--- src/rtl/alu_sequencer_if.sv ---
// Bundle of all non-clock signals of alu_sequencer: decode handshake, register
// load/debug ports, ALU issue port and retire status.
interface alu_sequencer_if #(
  parameter int WIDTH = 8,
  parameter int NREGS = 4
);
  localparam int AW = $clog2(NREGS);

  logic             in_valid;
  logic             in_ready;
  logic [2:0]       in_op;
  logic [AW-1:0]    in_rd;
  logic [AW-1:0]    in_rs1;
  logic [AW-1:0]    in_rs2;
  logic             ld_en;
  logic [AW-1:0]    ld_addr;
  logic [WIDTH-1:0] ld_data;
  logic             alu_active;
  logic [2:0]       alu_op;
  logic [WIDTH-1:0] alu_a;
  logic [WIDTH-1:0] alu_b;
  logic [WIDTH-1:0] alu_y;
  logic             alu_carry;
  logic             done;
  logic             err;
  logic [WIDTH-1:0] result;
  logic             carry_flag;
  logic             zero_flag;
  logic [AW-1:0]    dbg_addr;
  logic [WIDTH-1:0] dbg_data;

  // Sequencer side
  modport slave (
    input  in_valid, in_op, in_rd, in_rs1, in_rs2,
    input  ld_en, ld_addr, ld_data,
    input  alu_y, alu_carry, dbg_addr,
    output in_ready, alu_active, alu_op, alu_a, alu_b,
    output done, err, result, carry_flag, zero_flag, dbg_data
  );

  // Decode / ALU / debug environment side
  modport master (
    output in_valid, in_op, in_rd, in_rs1, in_rs2,
    output ld_en, ld_addr, ld_data,
    output alu_y, alu_carry, dbg_addr,
    input  in_ready, alu_active, alu_op, alu_a, alu_b,
    input  done, err, result, carry_flag, zero_flag, dbg_data
  );
endinterface

--- src/rtl/alu_sequencer.sv ---
// Two-state issue sequencer for a combinational ALU: reads operands from a local
// register file, presents them to the ALU for one cycle and writes the result back.
module alu_sequencer #(
  parameter int WIDTH = 8,
  parameter int NREGS = 4
) (
  input  logic            clk,
  input  logic            rst,
  alu_sequencer_if.slave  bus
);
  localparam int AW = $clog2(NREGS);
  localparam logic [2:0] OP_ADD = 3'b000;
  localparam logic [2:0] OP_SUB = 3'b001;

  typedef enum logic {S_IDLE, S_ISSUE} state_t;

  state_t           state_q;
  logic [WIDTH-1:0] regs_q [NREGS];
  logic [2:0]       op_q;
  logic [AW-1:0]    rd_q;
  logic [WIDTH-1:0] a_q;
  logic [WIDTH-1:0] b_q;
  logic             active_q;
  logic             done_q;
  logic             err_q;
  logic [WIDTH-1:0] result_q;
  logic             carry_q;
  logic             zero_q;

  logic             in_legal_d;
  logic             op_legal_d;

  // Opcodes 11x are illegal.
  assign in_legal_d = (bus.in_op[2:1] != 2'b11);
  assign op_legal_d = (op_q[2:1] != 2'b11);

  always_ff @(posedge clk) begin
    if (rst) begin
      state_q  <= S_IDLE;
      // NOTE: the register file is architecturally visible and must read as zero
      // after reset, so it is cleared here rather than left to power-up values.
      for (int i = 0; i < NREGS; i++) regs_q[i] <= '0;
      op_q     <= '0;
      rd_q     <= '0;
      a_q      <= '0;
      b_q      <= '0;
      active_q <= 1'b0;
      done_q   <= 1'b0;
      err_q    <= 1'b0;
      result_q <= '0;
      carry_q  <= 1'b0;
      zero_q   <= 1'b0;
    end else begin
      done_q <= 1'b0;
      err_q  <= 1'b0;
      // External load first so that a same-edge retire to the same slot wins.
      if (bus.ld_en) regs_q[bus.ld_addr] <= bus.ld_data;
      case (state_q)
        S_IDLE: begin
          if (bus.in_valid) begin
            op_q     <= bus.in_op;
            rd_q     <= bus.in_rd;
            a_q      <= regs_q[bus.in_rs1];
            b_q      <= regs_q[bus.in_rs2];
            active_q <= in_legal_d;
            state_q  <= S_ISSUE;
          end
        end
        S_ISSUE: begin
          active_q <= 1'b0;
          done_q   <= 1'b1;
          state_q  <= S_IDLE;
          if (op_legal_d) begin
            regs_q[rd_q] <= bus.alu_y;
            result_q     <= bus.alu_y;
            zero_q       <= (bus.alu_y == '0);
            if (op_q == OP_ADD || op_q == OP_SUB) carry_q <= bus.alu_carry;
          end else begin
            err_q <= 1'b1;
          end
        end
        default: state_q <= S_IDLE;
      endcase
    end
  end

  assign bus.in_ready   = (state_q == S_IDLE);
  assign bus.alu_active = active_q;
  assign bus.alu_op     = op_q;
  assign bus.alu_a      = a_q;
  assign bus.alu_b      = b_q;
  assign bus.done       = done_q;
  assign bus.err        = err_q;
  assign bus.result     = result_q;
  assign bus.carry_flag = carry_q;
  assign bus.zero_flag  = zero_q;
  assign bus.dbg_data   = regs_q[bus.dbg_addr];

endmodule

--- src/flat_wrapper.sv ---
// flat-port wrapper written by rule: the top's interface ports become plain ports
module alu_sequencer_flat 
#(
  parameter int WIDTH = 8,
  parameter int NREGS = 4
)
  (clk, rst, bus_in_valid, bus_in_op, bus_in_rd, bus_in_rs1, bus_in_rs2, bus_ld_en, bus_ld_addr, bus_ld_data, bus_alu_y, bus_alu_carry, bus_dbg_addr, bus_in_ready, bus_alu_active, bus_alu_op, bus_alu_a, bus_alu_b, bus_done, bus_err, bus_result, bus_carry_flag, bus_zero_flag, bus_dbg_data);
  alu_sequencer_if #(.WIDTH(WIDTH), .NREGS(NREGS)) bus_i ();
  input  logic clk;
  input  logic rst;
  input wire logic [$bits(bus_i.in_valid)-1:0] bus_in_valid;
  input wire logic [$bits(bus_i.in_op)-1:0] bus_in_op;
  input wire logic [$bits(bus_i.in_rd)-1:0] bus_in_rd;
  input wire logic [$bits(bus_i.in_rs1)-1:0] bus_in_rs1;
  input wire logic [$bits(bus_i.in_rs2)-1:0] bus_in_rs2;
  input wire logic [$bits(bus_i.ld_en)-1:0] bus_ld_en;
  input wire logic [$bits(bus_i.ld_addr)-1:0] bus_ld_addr;
  input wire logic [$bits(bus_i.ld_data)-1:0] bus_ld_data;
  input wire logic [$bits(bus_i.alu_y)-1:0] bus_alu_y;
  input wire logic [$bits(bus_i.alu_carry)-1:0] bus_alu_carry;
  input wire logic [$bits(bus_i.dbg_addr)-1:0] bus_dbg_addr;
  output wire logic [$bits(bus_i.in_ready)-1:0] bus_in_ready;
  output wire logic [$bits(bus_i.alu_active)-1:0] bus_alu_active;
  output wire logic [$bits(bus_i.alu_op)-1:0] bus_alu_op;
  output wire logic [$bits(bus_i.alu_a)-1:0] bus_alu_a;
  output wire logic [$bits(bus_i.alu_b)-1:0] bus_alu_b;
  output wire logic [$bits(bus_i.done)-1:0] bus_done;
  output wire logic [$bits(bus_i.err)-1:0] bus_err;
  output wire logic [$bits(bus_i.result)-1:0] bus_result;
  output wire logic [$bits(bus_i.carry_flag)-1:0] bus_carry_flag;
  output wire logic [$bits(bus_i.zero_flag)-1:0] bus_zero_flag;
  output wire logic [$bits(bus_i.dbg_data)-1:0] bus_dbg_data;
  assign bus_i.in_valid = bus_in_valid;
  assign bus_i.in_op = bus_in_op;
  assign bus_i.in_rd = bus_in_rd;
  assign bus_i.in_rs1 = bus_in_rs1;
  assign bus_i.in_rs2 = bus_in_rs2;
  assign bus_i.ld_en = bus_ld_en;
  assign bus_i.ld_addr = bus_ld_addr;
  assign bus_i.ld_data = bus_ld_data;
  assign bus_i.alu_y = bus_alu_y;
  assign bus_i.alu_carry = bus_alu_carry;
  assign bus_i.dbg_addr = bus_dbg_addr;
  assign bus_in_ready = bus_i.in_ready;
  assign bus_alu_active = bus_i.alu_active;
  assign bus_alu_op = bus_i.alu_op;
  assign bus_alu_a = bus_i.alu_a;
  assign bus_alu_b = bus_i.alu_b;
  assign bus_done = bus_i.done;
  assign bus_err = bus_i.err;
  assign bus_result = bus_i.result;
  assign bus_carry_flag = bus_i.carry_flag;
  assign bus_zero_flag = bus_i.zero_flag;
  assign bus_dbg_data = bus_i.dbg_data;
  alu_sequencer #(.WIDTH(WIDTH), .NREGS(NREGS)) u_core (.clk(clk), .rst(rst), .bus(bus_i));
endmodule
--- config.mk ---
export PLATFORM = sky130hd
export DESIGN_NAME = alu_sequencer_flat
export DESIGN_NICKNAME = d
export VERILOG_FILES = /design/src/rtl/alu_sequencer_if.sv /design/src/rtl/alu_sequencer.sv /design/src/flat_wrapper.sv
export SDC_FILE = /design/constraint.sdc
export NUM_CORES = 1
export LEC_CHECK = 0
export ABC_AREA = 1
export ABC_CLOCK_PERIOD_IN_PS = 2000
export BUFFER_PORTS_ARGS = -buffer_cell sky130_fd_sc_hd__buf_2
export CAP_MARGIN = 5
export CORE_ASPECT_RATIO = 0.75
export CORE_MARGIN = 1.5
export CORE_UTILIZATION = 55
export CTS_CLUSTER_DIAMETER = 40
export CTS_CLUSTER_SIZE = 40
export DETAILED_ROUTE_END_ITERATION = 6
export GPL_ROUTABILITY_DRIVEN = 0
export PLACE_DENSITY = 0.79
export SKIP_LAST_GASP = 1
export SYNTH_ARGS = -nofsm -noshare
export SYNTH_HDL_FRONTEND = slang
export SYNTH_SLANG_ARGS = --single-unit
--- constraint.sdc ---
create_clock -name clk -period 2 [get_ports clk]
set_input_delay 0.4 -clock clk [delete_from_list [all_inputs] [get_ports clk]]
set_output_delay 0.4 -clock clk [all_outputs]
set_load 0.02 [all_outputs]
* Word level (Yosys, flattened, before mapping)
Memories as Yosys holds them, arrays and structs flattened. A register that Yosys moved wholly into a read port is not among the register bits.
Index checks and enable logic that the tools add are counted.
** Operators by class
- Bitwise operators :: 1
- Multiplexer cells :: 21
- Eq/ne operators :: 4
- Reductions and logical operators :: 9
** Operators with widths (count)
- 8-bit two-way mux :: 2
- 8-bit OR reduction :: 2
- 1-bit two-way mux :: 15
- 8-bit zero test :: 1
- 2-bit inequality test (second input constant) :: 3
- 2-bit two-way mux :: 2
- 1-bit one-hot mux with 2 select lines :: 2
- 2-bit AND reduction :: 2
- 3-bit by 1-bit == test with 1-bit output (second input constant) :: 1
- 3-bit zero test :: 1
- 3-bit AND reduction :: 1
- 2-bit OR reduction :: 1
- 1-bit logical OR :: 1
- 1-bit inverter :: 1
** Word-level totals
- Input port bits :: 34
- Bits in writable memories :: 32
- Register bits :: 19
- Word-level logic and storage cells :: 45
- Output and inout port bits :: 41
- Memories :: 1
** Memory list
- u_core.regs_q :: words 4, width 8, rd ports 3, clocked after Yosys merged registers in 2, write ports 4, line alu_sequencer.sv:18 : logic [WIDTH-1:0] regs_q [NREGS];

* Depth between registers and ports, before layout
- Depth in word-level cells :: 7
- Mapped depth :: 7
- Gate-level depth less buffers :: 6

* Worst setup path before layout
OpenSTA, ideal clock, no wires.
- Kind :: in2reg
- Start point :: input rst
- End point :: memory u_core.regs_q[0][0], enable pin
- Library setup time :: 0.338 ns
- Slack :: 0.356 ns
- Stages on the path :: 5
- Arrival :: 1.306 ns
- Required time :: 1.662 ns
- Path buffers :: 1
- Cell sequence :: buf_2 > inv_2 > nand3_1 > nor2_2 > nand3b_1
** RTL lines
- from (decl) :: line flat_wrapper.sv:10 : input logic rst;
- to (decl) :: line alu_sequencer.sv:18

* Worst setup path in the final report
- Start point :: input bus_dbg_addr[0]
- End point :: output bus_dbg_data[6]
** On the way
- Word-level cells in the longest chain between the ends :: 1
** Ends and longest elaborated chain
- from (decl) :: line flat_wrapper.sv:21 : input wire logic [$bits(bus_i.dbg_addr)-1:0] bus_dbg_addr;
- memory read 4 x 8 bit
- to (decl) :: line flat_wrapper.sv:32 : output wire logic [$bits(bus_i.dbg_data)-1:0] bus_dbg_data;
No other way between the ends.

==> reports/qor.yml <==
status:
  status: "complete, no violations"
sta:
  slew_headroom: 0.6682
  tns_ns: 0
  timing.fmax_mhz: 550.8
  hold_viol_final: 0
  period_minus_slack_ns: 1.815
  tightest_slew_ns: 0.4971
  clock_skew_ns: 0.005847
  rsz0062_at_grt: "no"
  min_period_over_period: 0.9077
  setup_violations: 0
  layout_setup_ws_ns: 0.1846
  drv_slew: 0
global_route:
  track_usage: 0.3024
  grt_pass1_wl_um: 15660
  grt_pass1_vias: 3163
  grt_antenna_before_repair: 0
  grt.overflow.total: 0
  grt_start_max_net_pins: 35
route:
  drc_errors: 0
  drtIter0Drc: 383
  avgRoutedWirePerCell_um: 15.62
  ant_nets: 0
  vias: 3587
  firstDrtPassIters: 7
  routed_via_density: 5.676
  routed_wl_um: 9873
setup_path:
  required_ns: 1.60
  critPathLaunchType: "input port"
  reg2reg_depth: 5
  end_kind: "output port"
  critPathKind: "in -> out"
  arrival_ns: 1.42
  critPathMaxFanout: 17
clock_network:
  hold_buffers: 0
  clk_pin_slew_ns: 0.07
  cts.sinks: 67
  cts_made_buffers: 9
  htree_levels: 3
  clk_latency_ns: 0.35
  root_buffer: "clkbuf_8"
  ctsResizeCount: 0
  post_cts_buffers: 0
  cts_tree: "built"
  ctsLongestPathBuffers: 2
cells_and_area:
  antenna_cells: 0
  fillCellCount: 556
  drive_gt1_frac: 0.2214
  fin_nets: 580
  stdcell_area_sq_um: 4172
  area_growth_pct: 18.35
pwr:
  p_switching_uw: 953.9
  power.leakage_uw: 0.001971
  vdd_drop_max_uv: 473.0
  switching_share: 0.2926
  cellPowerDensity_nw_per_um2: 781.4
  clockPowerShare: 0.332
  intPower_uw: 2306
  power_uw: 3260
  seqPwrFrac: 0.497
  comb_power_share: 0.171
synthesis:
  synth_top_area_frac: 0.2726
  synth.yosys.seq_area_share: 0.4714
  ys_types: 21
  yosysTopAreaCell: "edfxtp_1"
  syn_inst: 471
  avgSynthCellArea_sq_um: 7.483
  syn_nets: 505
  ys_ff_latch: 67
  ys.warnings.count: 0
  syn_area_sq_um: 3525
  yosys-top-cells-area: "edfxtp_1 (27%), dfxtp_1 (20%), nand2_1 (13%)"
placed_design:
  place_area_sq_um: 3979
  pre_cts_ws_ns: 0.2040
  port_buffers: 74
  dpl.hpwl_um: 7398
floorplan:
  num_rows: 25
  pin_count: 75
  chipWidth_um: 95.44
  initial_core_util: 0.5634
  dieArea_sq_um: 6902
  die_h_um: 72.33
  core_region_area_sq_um: 6256
worst_hold_path:
  hold_path_depth: 3
  hold_class: "in -> reg"
run:
  max-cap-violations: 0
==> area by class of cell <==
class | count | area (sq um) | share of cell area
Sequential cell | 67 | 1662 | 0.3983
Multi-Input combinational cell | 349 | 1635 | 0.3920
Clock inverter | 2 | 8.758 | 0.002100
Inverter | 34 | 127.6 | 0.03059
Clock buffer | 14 | 183.9 | 0.04409
Tap cell | 81 | 101.3 | 0.02430
Timing Repair Buffer | 85 | 452.9 | 0.1086
==> worst paths after layout <==
path	startpoint	to	slack, ns
worst max-delay path	bus_dbg_addr[0]	bus_dbg_data[6]	0.18
worst max register to register	u_core.bus.alu_op[1]$_SDFFE_PP0P_	u_core.regs_q[0][5]$_DFFE_PP_	0.19
worst min-delay path	bus_in_op[0]	u_core.bus.alu_op[0]$_SDFFE_PP0P_	0.31
worst min register to register	u_core.bus.carry_flag$_SDFFE_PP0P_	u_core.bus.carry_flag$_SDFFE_PP0P_	0.44
==> cell usage in the layout (no fill, tap or decap), drive strengths merged <==
master / instances
clkinv: 2
inv: 34
nand3: 86
nand3b: 2
buf: 85
clkbuf: 14
nor2: 42
a21oi: 30
nand2: 124
nand4: 1
o21ai: 54
dfxtp: 35
edfxtp: 32
nor3: 2
o22ai: 8
==> stage by stage <==
stage	utilization	std cells	hold WS, ns
after global placement	0.6360	616	0.4302
final	0.6668	632	0.3133
after global routing	0.6668	632	0.3211
after detailed placement	0.6360	616	0.4325
after floorplan	-	471	0.5090
after CTS	0.6668	632	0.3099
==> worst max-delay path, stage by stage <==
cell	delay (ns)
buf_2	0.18
inv_1	0.34
o21ai_0	0.15
o22ai_1	0.15
buf_2	0.19
==> logic make-up after synthesis <==
group / Yosys count / share of synthesized area
compound gates: 92 / 0.1420
buf+inv: 55 / 0.06461
simple gates: 257 / 0.3220
flops: 67 / 0.4714
==> routing by layer <==
metal	vias to the layer above	routed length, um	GRT usage
met4	0	284	0.1176
met5	-	0	0
met2	217	4276	0.4476
met3	29	1080	0.07233
met1	1594	4231	0.4289
li1	1747	-	-
==> Yosys cell counts (all sizes together) <==
master	count
dfxtp	35
inv	34
nand3b	2
a21oi	30
clkbuf	10
nor2	42
o22ai	8
buf	11
nand3	86
nand2	124
edfxtp	32
nor3	2
o21ai	54
nand4	1
==> registers in the layout (all words and copies together) (netlist names), 2 cells and up <==
name	count
u_core.bus.alu_b	8
u_core.regs_q	32
u_core.rd_q	2
u_core.bus.alu_a	8
u_core.bus.alu_op	3
u_core.bus.result	8
==> power by group through the flow <==
| stage | logic [uW] | clock network, uW | registers [uW] |
|---|---|---|---|
| 2_1_floorplan | 302 | 0 | 1670 |
| 3_3_place_gp | 537 | 0 | 1640 |
| 3_5_place_dp | 551 | 0 | 1640 |
| 4_1_cts | 552 | 1090 | 1610 |
| 5_1_grt | 618 | 1140 | 1630 |
| 6_report | 558 | 1080 | 1620 |
(Power assumes the default switching activity.)
